===== config.mk =====
export PLATFORM = sky130hd
export DESIGN_NAME = rf_write_arbiter
export DESIGN_NICKNAME = d
export VERILOG_FILES = /design/src/rtl/rf_write_arbiter.sv
export SDC_FILE = /design/constraint.sdc
export NUM_CORES = 1
export LEC_CHECK = 0
export ABC_CLOCK_PERIOD_IN_PS = 3000
export CAP_MARGIN = 40
export CORE_UTILIZATION = 30
export CTS_BUF_LIST = sky130_fd_sc_hd__clkbuf_8
export CTS_CLUSTER_SIZE = 40
export DETAILED_ROUTE_END_ITERATION = 8
export PLACE_DENSITY = 0.78
export SLEW_MARGIN = 20
export SYNTH_ARGS = -nofsm -noshare
export SYNTH_HDL_FRONTEND = slang
export SYNTH_SLANG_ARGS = --single-unit

===== constraint.sdc =====
create_clock -name i_clk -period 3 [get_ports i_clk]
set_input_delay 0.3 -clock i_clk [delete_from_list [all_inputs] [get_ports i_clk]]
set_output_delay 0.3 -clock i_clk [all_outputs]
set_load 0.02 [all_outputs]

===== src/rtl/rf_write_arbiter.sv =====
// Round-robin arbiter for the register file's single write port. It registers the
// winning write and forwards that in-flight write onto both read ports.
module rf_write_arbiter #(
    parameter int NREQ = 2
) (
    input  logic                 i_clk,
    input  logic                 i_reset_n,
    input  logic [NREQ-1:0]      i_req_valid,
    output logic [NREQ-1:0]      o_req_ready,
    input  logic [5*NREQ-1:0]    i_req_addr,
    input  logic [32*NREQ-1:0]   i_req_data,
    input  logic                 i_hold,
    output logic                 o_rf_we,
    output logic [4:0]           o_rf_wa,
    output logic [31:0]          o_rf_wd,
    input  logic [4:0]           i_rd_ra1,
    input  logic [4:0]           i_rd_ra2,
    input  logic [31:0]          i_rf_rd1,
    input  logic [31:0]          i_rf_rd2,
    output logic [31:0]          o_rd1,
    output logic [31:0]          o_rd2
);

    localparam int PTR_W = (NREQ > 1) ? $clog2(NREQ) : 1;

    logic [PTR_W-1:0] r_ptr;
    logic             r_we;
    logic [4:0]       r_wa;
    logic [31:0]      r_wd;

    logic [PTR_W:0]   w_sum;
    logic [PTR_W-1:0] w_cand;
    logic [PTR_W-1:0] w_gnt_idx;
    logic             w_found;
    logic             w_grant;
    logic [NREQ-1:0]  w_ready;
    logic [4:0]       w_gnt_addr;
    logic [31:0]      w_gnt_data;

    // Search starts one past the last winner; the sum is one bit wider so the
    // wrap can be done by a single conditional subtract instead of a modulo.
    always_comb begin
        w_sum     = '0;
        w_cand    = '0;
        w_gnt_idx = '0;
        w_found   = 1'b0;
        for (int k = 1; k <= NREQ; k++) begin
            w_sum = {1'b0, r_ptr} + (PTR_W+1)'(k);
            if (w_sum >= (PTR_W+1)'(NREQ)) begin
                w_sum = w_sum - (PTR_W+1)'(NREQ);
            end
            w_cand = w_sum[PTR_W-1:0];
            if (!w_found && i_req_valid[w_cand]) begin
                w_found   = 1'b1;
                w_gnt_idx = w_cand;
            end
        end
    end

    assign w_grant = w_found && !i_hold && i_reset_n;

    always_comb begin
        w_ready = '0;
        if (w_grant) begin
            w_ready[w_gnt_idx] = 1'b1;
        end
    end

    assign o_req_ready = w_ready;
    assign w_gnt_addr  = i_req_addr[5*int'(w_gnt_idx) +: 5];
    assign w_gnt_data  = i_req_data[32*int'(w_gnt_idx) +: 32];

    // Writes to x0 are still accepted (pointer advances) but never enable the regfile.
    always_ff @(posedge i_clk or negedge i_reset_n) begin
        if (!i_reset_n) begin
            r_ptr <= PTR_W'(NREQ - 1);
            r_we  <= 1'b0;
            r_wa  <= '0;
            r_wd  <= '0;
        end else if (w_grant) begin
            r_ptr <= w_gnt_idx;
            r_we  <= (w_gnt_addr != 5'd0);
            r_wa  <= w_gnt_addr;
            r_wd  <= w_gnt_data;
        end else begin
            r_we  <= 1'b0;
        end
    end

    assign o_rf_we = r_we;
    assign o_rf_wa = r_wa;
    assign o_rf_wd = r_wd;

    assign o_rd1 = (r_we && (r_wa == i_rd_ra1) && (i_rd_ra1 != 5'd0)) ? r_wd : i_rf_rd1;
    assign o_rd2 = (r_we && (r_wa == i_rd_ra2) && (i_rd_ra2 != 5'd0)) ? r_wd : i_rf_rd2;

endmodule


==> impl_results.md, run 1 <==
- 1st-pass router iterations: 4
- Async S/R FF share, synth: 1.000
- Synth cell types: 26
- Count leader, synth: nand2_1
- Post-synthesis cell count: 263
- Post-route clock period utilization: 0.9520
- IO Count: 257
- Synth area leaders: dfrtp_1, mux2_4, mux2i_1
- Slew headroom: 0.5472
- H-tree levels: 2
- Critical path, cell by cell: clkdlybuf4s50_1 > xnor2_1 > nand3_1 > a211oi_4 > buf_12 > mux2_1 > clkdlybuf4s50_1
- CTS tree: built
- Setup CP Type: in2out
- Sum of negative setup slack: 0 ns
- Crit path top cell by count: clkdlybuf4s50_1
- Largest family of logic cells by synthesized area: multiplexers
- # setup viols final: 0
- Xor/xnor share of the synthesized area: 0.02690
- CP Capture Type: output port
- Worst hold slack: 0.09229 ns
- Post-cts sizing count: 0
- Worst reg2reg startpoint: r_ptr
- Footprint of the multi-input gates: 0.001784 sq mm
- Number of synthesized register bits: 39
- Crit start category: input port
- Critical Path AT: 2.56 ns
- WL/cell: 15.97 um
- Post-synth EDFFs: 0
- Simple-gate area share of the yosys netlist: 0.07028
- Fin Clk Skew: 0.006657 ns
- Syn_area_per_cell: 10.97 sq um
- RSZ-0062 raised after global routing: no
- FF+latch area: 977.2 sq um
- Post-synthesis compound-gate area fraction: 0.1002
- Hold_buf cts: 0
- Post-synthesis mux area share: 0.4174
- Core ar.: 0.009284 sq mm
- Vias in the first global route: 2959
- Routed Antenna Nets: 0
- Status: finished clean
- Minimum clock period: 2.856 ns
- Power Density: 353.9 mW/mm^2
- Initial core utilization: 0.3106
- Hold Vio Cnt, Final: 0
- Overflow left after global routing: 0
- Cts bufs inserted: 5
- Worst-path fanout max: 32
- Top_reg_cell synth: dfrtp_1
- Worst path slowest cell: clkdlybuf4s50_1
- Top cells by count, synth: nand2_1, dfrtp_1, mux2i_1, o21ai_0, mux2_1
- Synth area leader: dfrtp_1
- Clock Sinks: 39
- Iter 0 DRT Violations: 35
- # rows: 35
- Drt total wl: 10.28 mm
- Area Overhead vs Synth: 95.84%
- Root buffer cell: clkbuf_8
- Synth warn: 0
- Pin count of the biggest net entering global routing: 77
- Die area: 0.01001 sq mm
- Overall power: 1999 uW
- Seq/Total Area, Yosys: 0.3388
- Peak VDD IR: 0.1776 mV
- Diodes inserted: 0
- Worst Hold Class: in2async
- Worst skew pair latency: 0.29 ns
- Lkg Pwr: 0.002320 uW
- Synth top area share: 0.3297
- Slew @ Worst Pin: 0.6792 ns
- Synth Cell Area: 0.002884 sq mm
- WP data required: 2.70 ns
- Maxcap violations: 0
- Initial antenna violation count: 0
- Via density: 4.576
- Syn_nets: 416
- R2R cell count: 4
- Via count: 2947
- Setup Buffers After CTS: 0
- Overall Global Routing Usage: 0.1957
- Critical Path Max Stage Delay: 0.55 ns
- Post-route DRC: 0
- Die span in x: 100.0 um
- Fillers: 781
- Final nets: 667
- Clock Path Buffers: 2
- Slew Viols, Final: 0
- Hpwl dp: 8.161 mm
- PortBufs: 256
- Share of cells above drive strength 1: 0.1010
- First-pass GRT wire length: 15.26 mm
- Top achievable clock speed: 350.1 MHz
- Die height: 100.0 um
- Clock transition at the registers of the reported paths: 0.08 ns
- Post-synthesis adder-cell area fraction: 0
- RD Place Congestion: 0.8368
- Worst R2R End: o_rf_wd[31]
- Flop-to-flop setup slack: 1.33 ns
## worst max-delay path, delay by kind of cell
| family | cells | cell delay (ns) |
|---|---|---|
| AOI/OAI and AO/OA | 1 | 0.27 |
| muxes | 1 | 0.38 |
| buffers and inverters | 3 | 1.33 |
| and+or+nand+nor | 1 | 0.13 |
| xor gates and xnor gates | 1 | 0.14 |
## worst max-delay path by stage
| stage | start | endpoint | slack [ns] | cells past startpoint |
|---|---|---|---|---|
| floorplan | o_rf_wa[2] | o_rd2[10] | 0.96 | 5 |
| global placement | i_rd_ra2[3] | o_rd2[1] | 0.17 | 7 |
| detailed placement | i_rd_ra2[2] | o_rd2[1] | 0.13 | 7 |
| CTS | i_rd_ra2[2] | o_rd2[1] | 0.12 | 7 |
| global route | i_rd_ra2[0] | o_rd2[1] | 0.05 | 7 |
| finish | i_rd_ra2[2] | o_rd2[1] | 0.14 | 7 |
## cell type report
class	count	area share
clock buffer	5	0.01218
clock inverter	3	0.002215
inverter	1	0.0006646
multi-input combinational	205	0.3159
sequential	39	0.1730
tap	129	0.02858
timing repair buffer	262	0.4674
## power breakdown
group | switching [uW] | total [uW] | internal [uW] | leakage (uW)
sequential | 114 | 730 | 616 | 0.000484
clock | 179 | 336 | 156 | 0.0000505
combinational | 394 | 933 | 539 | 0.00179
## sequential cells by signal (all words and copies together) (netlist names)
signal and count:
o_rf_wd 32, o_rf_wa 5, o_rf_we 1, r_ptr 1
## cell usage in the layout, fill, tap and decap left out
cell	synthesis	layout
a211oi_4	2	2
a21boi_4	0	1
a21o_1	1	1
a221oi_1	1	1
buf_12	0	3
buf_2	5	1
buf_4	0	3
clkbuf_8	0	5
clkdlybuf4s50_1	0	255
clkinv_2	0	1
dfrtp_1	38	38
dfstp_2	1	1
inv_1	1	3
mux2_1	32	32
mux2_2	2	2
mux2_4	30	30
mux2i_1	37	37
nand2_1	41	41
nand3_1	2	2
nor2_1	5	5
nor2b_1	1	1
nor4_1	1	1
o211ai_1	1	1
o21ai_0	37	37
o41ai_2	2	2
or4_1	1	1
xnor2_1	7	7
xnor2_2	1	1
## kinds of logic (layout without fill, tap and decap cells)
logic type,after synthesis,after routing
buffers and inverters,19,271
xor gates and xnor gates,8,8
DFF,39,39
and+or+nand+nor,51,51
muxes,101,101
AOI/OAI and AO/OA,45,45
## routing by layer
layer | vias up | track usage | wire length, um
li1 | 1443 | - | -
met1 | 1368 | 0.2148 | 3891
met2 | 130 | 0.3889 | 5635
met3 | 6 | 0.04109 | 697
met4 | 0 | 0.03122 | 60
met5 | - | 0 | 0
## stage by stage
stage | utilization | instances | worst slack, ns | area [sq um]
4_1_cts | 0.6084 | 644 | 0.1211 | 5648
3_5_place_dp | 0.5996 | 636 | 0.1337 | 5567
5_1_grt | 0.6084 | 644 | 0.05152 | 5648
2_1_floorplan | - | 263 | 0.9581 | 2884
6_report | 0.6084 | 644 | 0.1440 | 5648
3_3_place_gp | 0.5996 | 636 | 0.1722 | 5567
Note: power is estimated with default switching activity, not from simulation.
==> run 2: changes to the inputs <==
- DONT_BUFFER_PORTS: not set -> 1
- PLACE_DENSITY: 0.78 -> not set
- REMOVE_ABC_BUFFERS: not set -> 1
==> impl_results.md, run 2 (synthesis gave the netlist of run 1 again) <==
- Worst Hold Class: in2reg
- Setup Slack @ Placement: 0.8150 ns (+0.6813 ns)
- Worst R2R End: r_ptr
- Slew headroom: 0.5678 (+0.02056)
- # setup viols final: 0 (unchanged)
- Critical Path AT: 2.20 ns (-0.36 ns)
- Utilization after layout: 0.3354 (-0.2729)
- Top achievable clock speed: 400.5 MHz (+14%)
- Core ar.: 0.009284 sq mm (unchanged)
- Die span in x: 100.0 um (unchanged)
- Initial antenna violation count: 0 (unchanged)
- Cts bufs inserted: 5 (unchanged)
- WHS Path Cells: 2
- Hold Vio Cnt, Final: 0 (unchanged)
- Worst reg2reg startpoint: r_ptr
- Clock transition at the registers of the reported paths: 0.08 ns (about the same)
- Initial core utilization: 0.3106 (unchanged)
- Root buffer cell: clkbuf_8
- Worst hold slack: 0.2068 ns (+0.1145 ns)
- R2R cell count: 4 (unchanged)
- IO Count: 257 (unchanged)
- CP Capture Type: output port
- Crit start category: flop
- # rows: 35 (unchanged)
- Clock Path Buffers: 2 (unchanged)
- H-tree levels: 2 (unchanged)
- RD Place Congestion: 0.7845 (-6.3%)
- Worst Setup EP: o_rd1[31]
- Max reg flops: 32 (unchanged)
- Drt total wl: 7.157 mm (-30%)
- Pin count of the biggest net entering global routing: 79 (+2.6%)
- Critical path launch point: o_rf_wa[1]
- Flop-to-flop setup slack: 1.46 ns (+0.13 ns)
- PortBufs: 0 (-100%)
- Overall Global Routing Usage: 0.1328 (-0.06293)
- Overflow left after global routing: 0 (unchanged)
- Via count: 2013 (-32%)
- Final nets: 413 (-38%)
- First-pass GRT wire length: 10.22 mm (-33%)
- Clock Sinks: 39 (unchanged)
- Fin Clk Skew: 0.009470 ns (+0.002813 ns)
- Post-route clock period utilization: 0.8323 (-0.1197)
- WL/cell: 18.35 um (+15%)
- Routed Antenna Nets: 0 (unchanged)
- Die height: 100.0 um (unchanged)
- Hpwl dp: 5.446 mm (-33%)
- Most frequent cells in the layout: nand2_1, dfrtp_1, mux2i_1, o21ai_0, mux2_1
- Slew @ Worst Pin: 0.6483 ns (-0.03085 ns)
- Minimum clock period: 2.497 ns (-0.3592 ns)
- Worst skew pair latency: 0.29 ns (about the same)
- Power Density: 511.4 mW/mm^2 (+45%)
- Maxcap violations: 0 (unchanged)
- Die area: 0.01001 sq mm (unchanged)
- Fin worst setup slack: 0.5032 ns (+0.3592 ns)
- Overall power: 1593 uW (-20%)
- Setup CP Type: reg2out
- 1st-pass router iterations: 3 (-1)
- Slew Viols, Final: 0 (unchanged)
- RSZ-0062 raised after global routing: no
- Share of cells above drive strength 1: 0.2031 (+0.1021)
- Setup Buffers After CTS: 0 (unchanged)
- CTS tree: built
- Peak VDD IR: 0.1924 mV (+8.3%)
- Post-route DRC: 0 (unchanged)
- Vias in the first global route: 1996 (-33%)
- Via density: 5.162 (+13%)
- Lkg Pwr: 0.001339 uW (-42%)
- Worst-path fanout max: 32 (unchanged)
- Iter 0 DRT Violations: 55 (+57%)
- Status: finished clean
- Diodes inserted: 0 (unchanged)
- WP data required: 2.70 ns (about the same)
- Sum of negative setup slack: 0 ns (unchanged)
- Commonest non-fill, non-tap cell in the layout: nand2_1
- Area Overhead vs Synth: 7.983%
-- run 2: cell types whose count changed in the layout (fill, tap and decap cells not counted), sizes merged --
cell	previous run	this run
dlygate4sd3	0	1
clkinv	1	0
clkbuf	5	7
clkdlybuf4s50	255	0
inv	3	2
-- run 2: worst min path at each step --
stage,start,end
CTS,i_req_data[16],o_rf_wd[16]
detailed placement,i_reset_n,o_rf_wd[13]
global route,i_req_data[18],o_rf_wd[18]
finish,i_req_data[16],o_rf_wd[16]
global placement,i_reset_n,o_rf_wd[3]
floorplan,i_reset_n,o_rf_wa[0]
-- run 2: layout make-up --
type	count	area (sq um)
clock buffers	7	96.34
clock inverters	1	3.754
fillers	955	6170
inverters	1	3.754
multi-input cells	205	1784
flip-flops and latches	39	977.2
well taps	129	161.4
repair buffers	8	87.58
-- run 2: critical path, stage by stage (launching register included) --
cell,delay (ns)
dfrtp_1,0.59
xnor2_2,0.16
nand3_1,0.12
a211oi_4,0.27
buf_12,0.30
mux2_2,0.43
-- run 2: through the flow --
| stage | area (sq um) | std cells |
|---|---|---|
| 6_report | 3114 | 390 |
| 5_1_grt | 3114 | 390 |
| 4_1_cts | 3114 | 390 |
| 3_5_place_dp | 2984 | 380 |
| 3_3_place_gp | 2984 | 380 |
| 2_1_floorplan | 2754 | 245 |
-- run 2: where the power goes --
| group | internal [uW] | switching, uW |
|---|---|---|
| Sequential | 614 | 229 |
| Combinational | 153 | 203 |
| Clock | 207 | 187 |
-- run 2: what timing repair did --
item	4_1_cts	5_1_grt
hold buffers	2	0
resized for setup	0	0
hold endpoints to repair	39	0
-- run 2: metal layers --
layer  up-vias  track usage  share of wire
li1        932            -              -
met1       947       0.1601           0.41
met3        10      0.03273          0.074
met4         0      0.04459          0.014
met5         -            0              0
met2       124       0.2313           0.50
==> run 3: changes to the inputs <==
- ABC_CLOCK_PERIOD_IN_PS: 3000 -> 2500
- clock period: 3 -> 2.5 ns (I/O delays scaled with it)
==> impl_results.md, run 3 (synthesis gave the netlist of run 1 again) <==
- Pin count of the biggest net entering global routing: 44 (-44%)
- WP data required: 2.25 ns (-0.45 ns)
- Drt total wl: 7.771 mm (+8.6%)
- Worst path slowest cell: dfrtp_2
- Crit start category: flop
- First-pass GRT wire length: 10.23 mm (about the same)
- Finished Layout Cells: 394 (+1.0%)
- Worst Hold Class: in2reg
- Max reg flops: 32 (unchanged)
- Post-route DRC: 0 (unchanged)
- Final nets: 417 (+0.97%)
- Lkg Pwr: 0.001360 uW (+1.6%)
- Buf+Inv Stages, Crit Path: 2 (+1)
- Peak VDD IR: 0.2084 mV (+8.3%)
- Die height: 100.0 um (unchanged)
- Cts bufs inserted: 5 (unchanged)
- RD Place Congestion: 0.7728 (-1.5%)
- Slew headroom: 0.6792 (+0.1114)
- Critical Path Max Stage Delay: 0.51 ns (-0.08 ns)
- Area Overhead vs Synth: 9.631%
- Die span in x: 100.0 um (unchanged)
- Top achievable clock speed: 415.7 MHz
- Via density: 5.157 (about the same)
- Clock Sinks: 39 (unchanged)
- Fin Clk Skew: 0.005753 ns (-0.003717 ns)
- Overall Global Routing Usage: 0.1331 (+0.0003175)
- Sum of negative setup slack: 0 ns (unchanged)
- Via count: 2032 (+0.94%)
- Worst skew pair latency: 0.28 ns (about the same)
- Clock Path Buffers: 2 (unchanged)
- CP delay by family, top: flip-flops
- Power Density: 584.8 mW/mm^2 (+14%)
- Hold Vio Cnt, Final: 0 (unchanged)
- Minimum clock period: 2.406 ns
- Root buffer cell: clkbuf_8
- Status: finished clean
- Slew Viols, Final: 0 (unchanged)
- 1st-pass router iterations: 4 (+1)
- Clock transition at the registers of the reported paths: 0.07 ns (about the same)
- Core ar.: 0.009284 sq mm (unchanged)
- Flop-to-flop setup slack: 0.97 ns (-0.49 ns)
- Placed insts: 381 (+0.26%)
- Critical path, cell by cell: xnor2_1 > nand2_1 > a211oi_4 > buf_4 > clkbuf_16 > mux2_1
- Commonest non-fill, non-tap cell in the layout: nand2_1
- Setup CP Type: reg2out
- Most frequent cells in the layout: nand2_1, mux2i_1, o21ai_0, dfrtp_1, mux2_1
- Hpwl dp: 5.808 mm (+6.6%)
- Initial antenna violation count: 0 (unchanged)
- Overflow left after global routing: 0 (unchanged)
- WL/cell: 19.72 um (+7.5%)
- WHS Path Cells: 2 (unchanged)
- Worst-path fanout max: 16 (-50%)
- WHS Endpoint: o_rf_we
- Share of cells above drive strength 1: 0.2189 (+0.01580)
- R2R cell count: 4 (unchanged)
- HP Start: i_req_addr[2]
- Post-route clock period utilization: 0.9622
- Worst R2R End: r_ptr
- Maxcap violations: 0 (unchanged)
- CP Capture Type: output port
- Utilization after layout: 0.3406 (+0.005121)
- PortBufs: 0 (unchanged)
- Routed Antenna Nets: 0 (unchanged)
- Initial core utilization: 0.3106 (unchanged)
- Die area: 0.01001 sq mm (unchanged)
- Diodes inserted: 0 (unchanged)
- # setup viols final: 0 (unchanged)
- Critical Path AT: 2.16 ns (-0.04 ns)
- IO Count: 257 (unchanged)
- H-tree levels: 2 (unchanged)
- Iter 0 DRT Violations: 38 (-31%)
- Worst reg2reg startpoint: r_ptr
- Vias in the first global route: 2005 (+0.45%)
- Slew @ Worst Pin: 0.4802 ns (-0.1681 ns)
- # rows: 35 (unchanged)
- CTS tree: built
run 3: cell types whose count changed in the layout (fill, tap and decap cells not counted), sizes merged:
cell,before,now
clkinv,0,1
buf,7,10
clkbuf,7,6
inv,2,3
run 3: through the flow:
stage | power [uW] | area (sq um) | worst slack, ns | hold WS [ns]
after floorplan | 1356 | 2754 | -1.220 | -0.04559
after global placement | 1429 | 3004 | 0.3639 | -0.04417
after detailed placement | 1445 | 3004 | 0.3330 | -0.04432
after CTS | 1885 | 3117 | 0.02324 | 0.1459
after global routing | 1955 | 3162 | -0.008903 | 0.1548
final | 1849 | 3162 | 0.09447 | 0.1605
run 3: how the worst max path moves through the flow:
stage,endpoint,cells after the start,slack [ns],from
6_report,o_rd2[0],6,0.09,o_rf_wa[1]
3_5_place_dp,o_rd1[26],5,0.33,o_rf_wa[1]
4_1_cts,o_rd1[25],5,0.02,o_rf_wa[0]
3_3_place_gp,o_rd1[27],5,0.36,o_rf_wa[1]
2_1_floorplan,o_req_ready[1],2,-1.22,r_ptr
5_1_grt,o_rd2[0],6,-0.009,o_rf_wa[3]
run 3: where the power goes:
part           internal, uW  switching (uW)
registers               738             278
logic                   187             246
clock network           188             213
total                  1110             737
run 3: repair_timing:
| item | 4_1_cts | 5_1_grt |
|---|---|---|
| pin swaps | 0 | 1 |
| buffers inserted | 0 | 2 |
| resized for setup | 1 | 2 |
| hold buffers | 2 | 0 |
| endpoints found under the hold margin | 39 | 0 |
| endpoints found under the setup margin | 8 | 47 |
| gates cloned | 0 | 1 |
run 3: routing by layer:
metal | vias up | wire [um] | track usage
met5 | - | 0 | 0
met4 | 0 | 62 | 0.03344
met1 | 966 | 3038 | 0.1541
li1 | 935 | - | -
met3 | 6 | 541 | 0.02855
met2 | 125 | 4129 | 0.2483
run 3: area by class of cell:
class                      count  area (sq um)
fill                         939          6122
clock inverter                 3         12.51
clock buffer                   5         68.82
inverter                       1         3.754
sequential                    39         979.7
tap                          129         161.4
timing repair buffer          12         151.4
multi-input combinational    205          1784
run 3: worst register-to-register path, cell delays in order (launching register included):
cell and delay (ns):
dfstp_2 0.39, a21boi_4 0.12, buf_4 0.36, nor2b_1 0.48
a21o_1 0.13
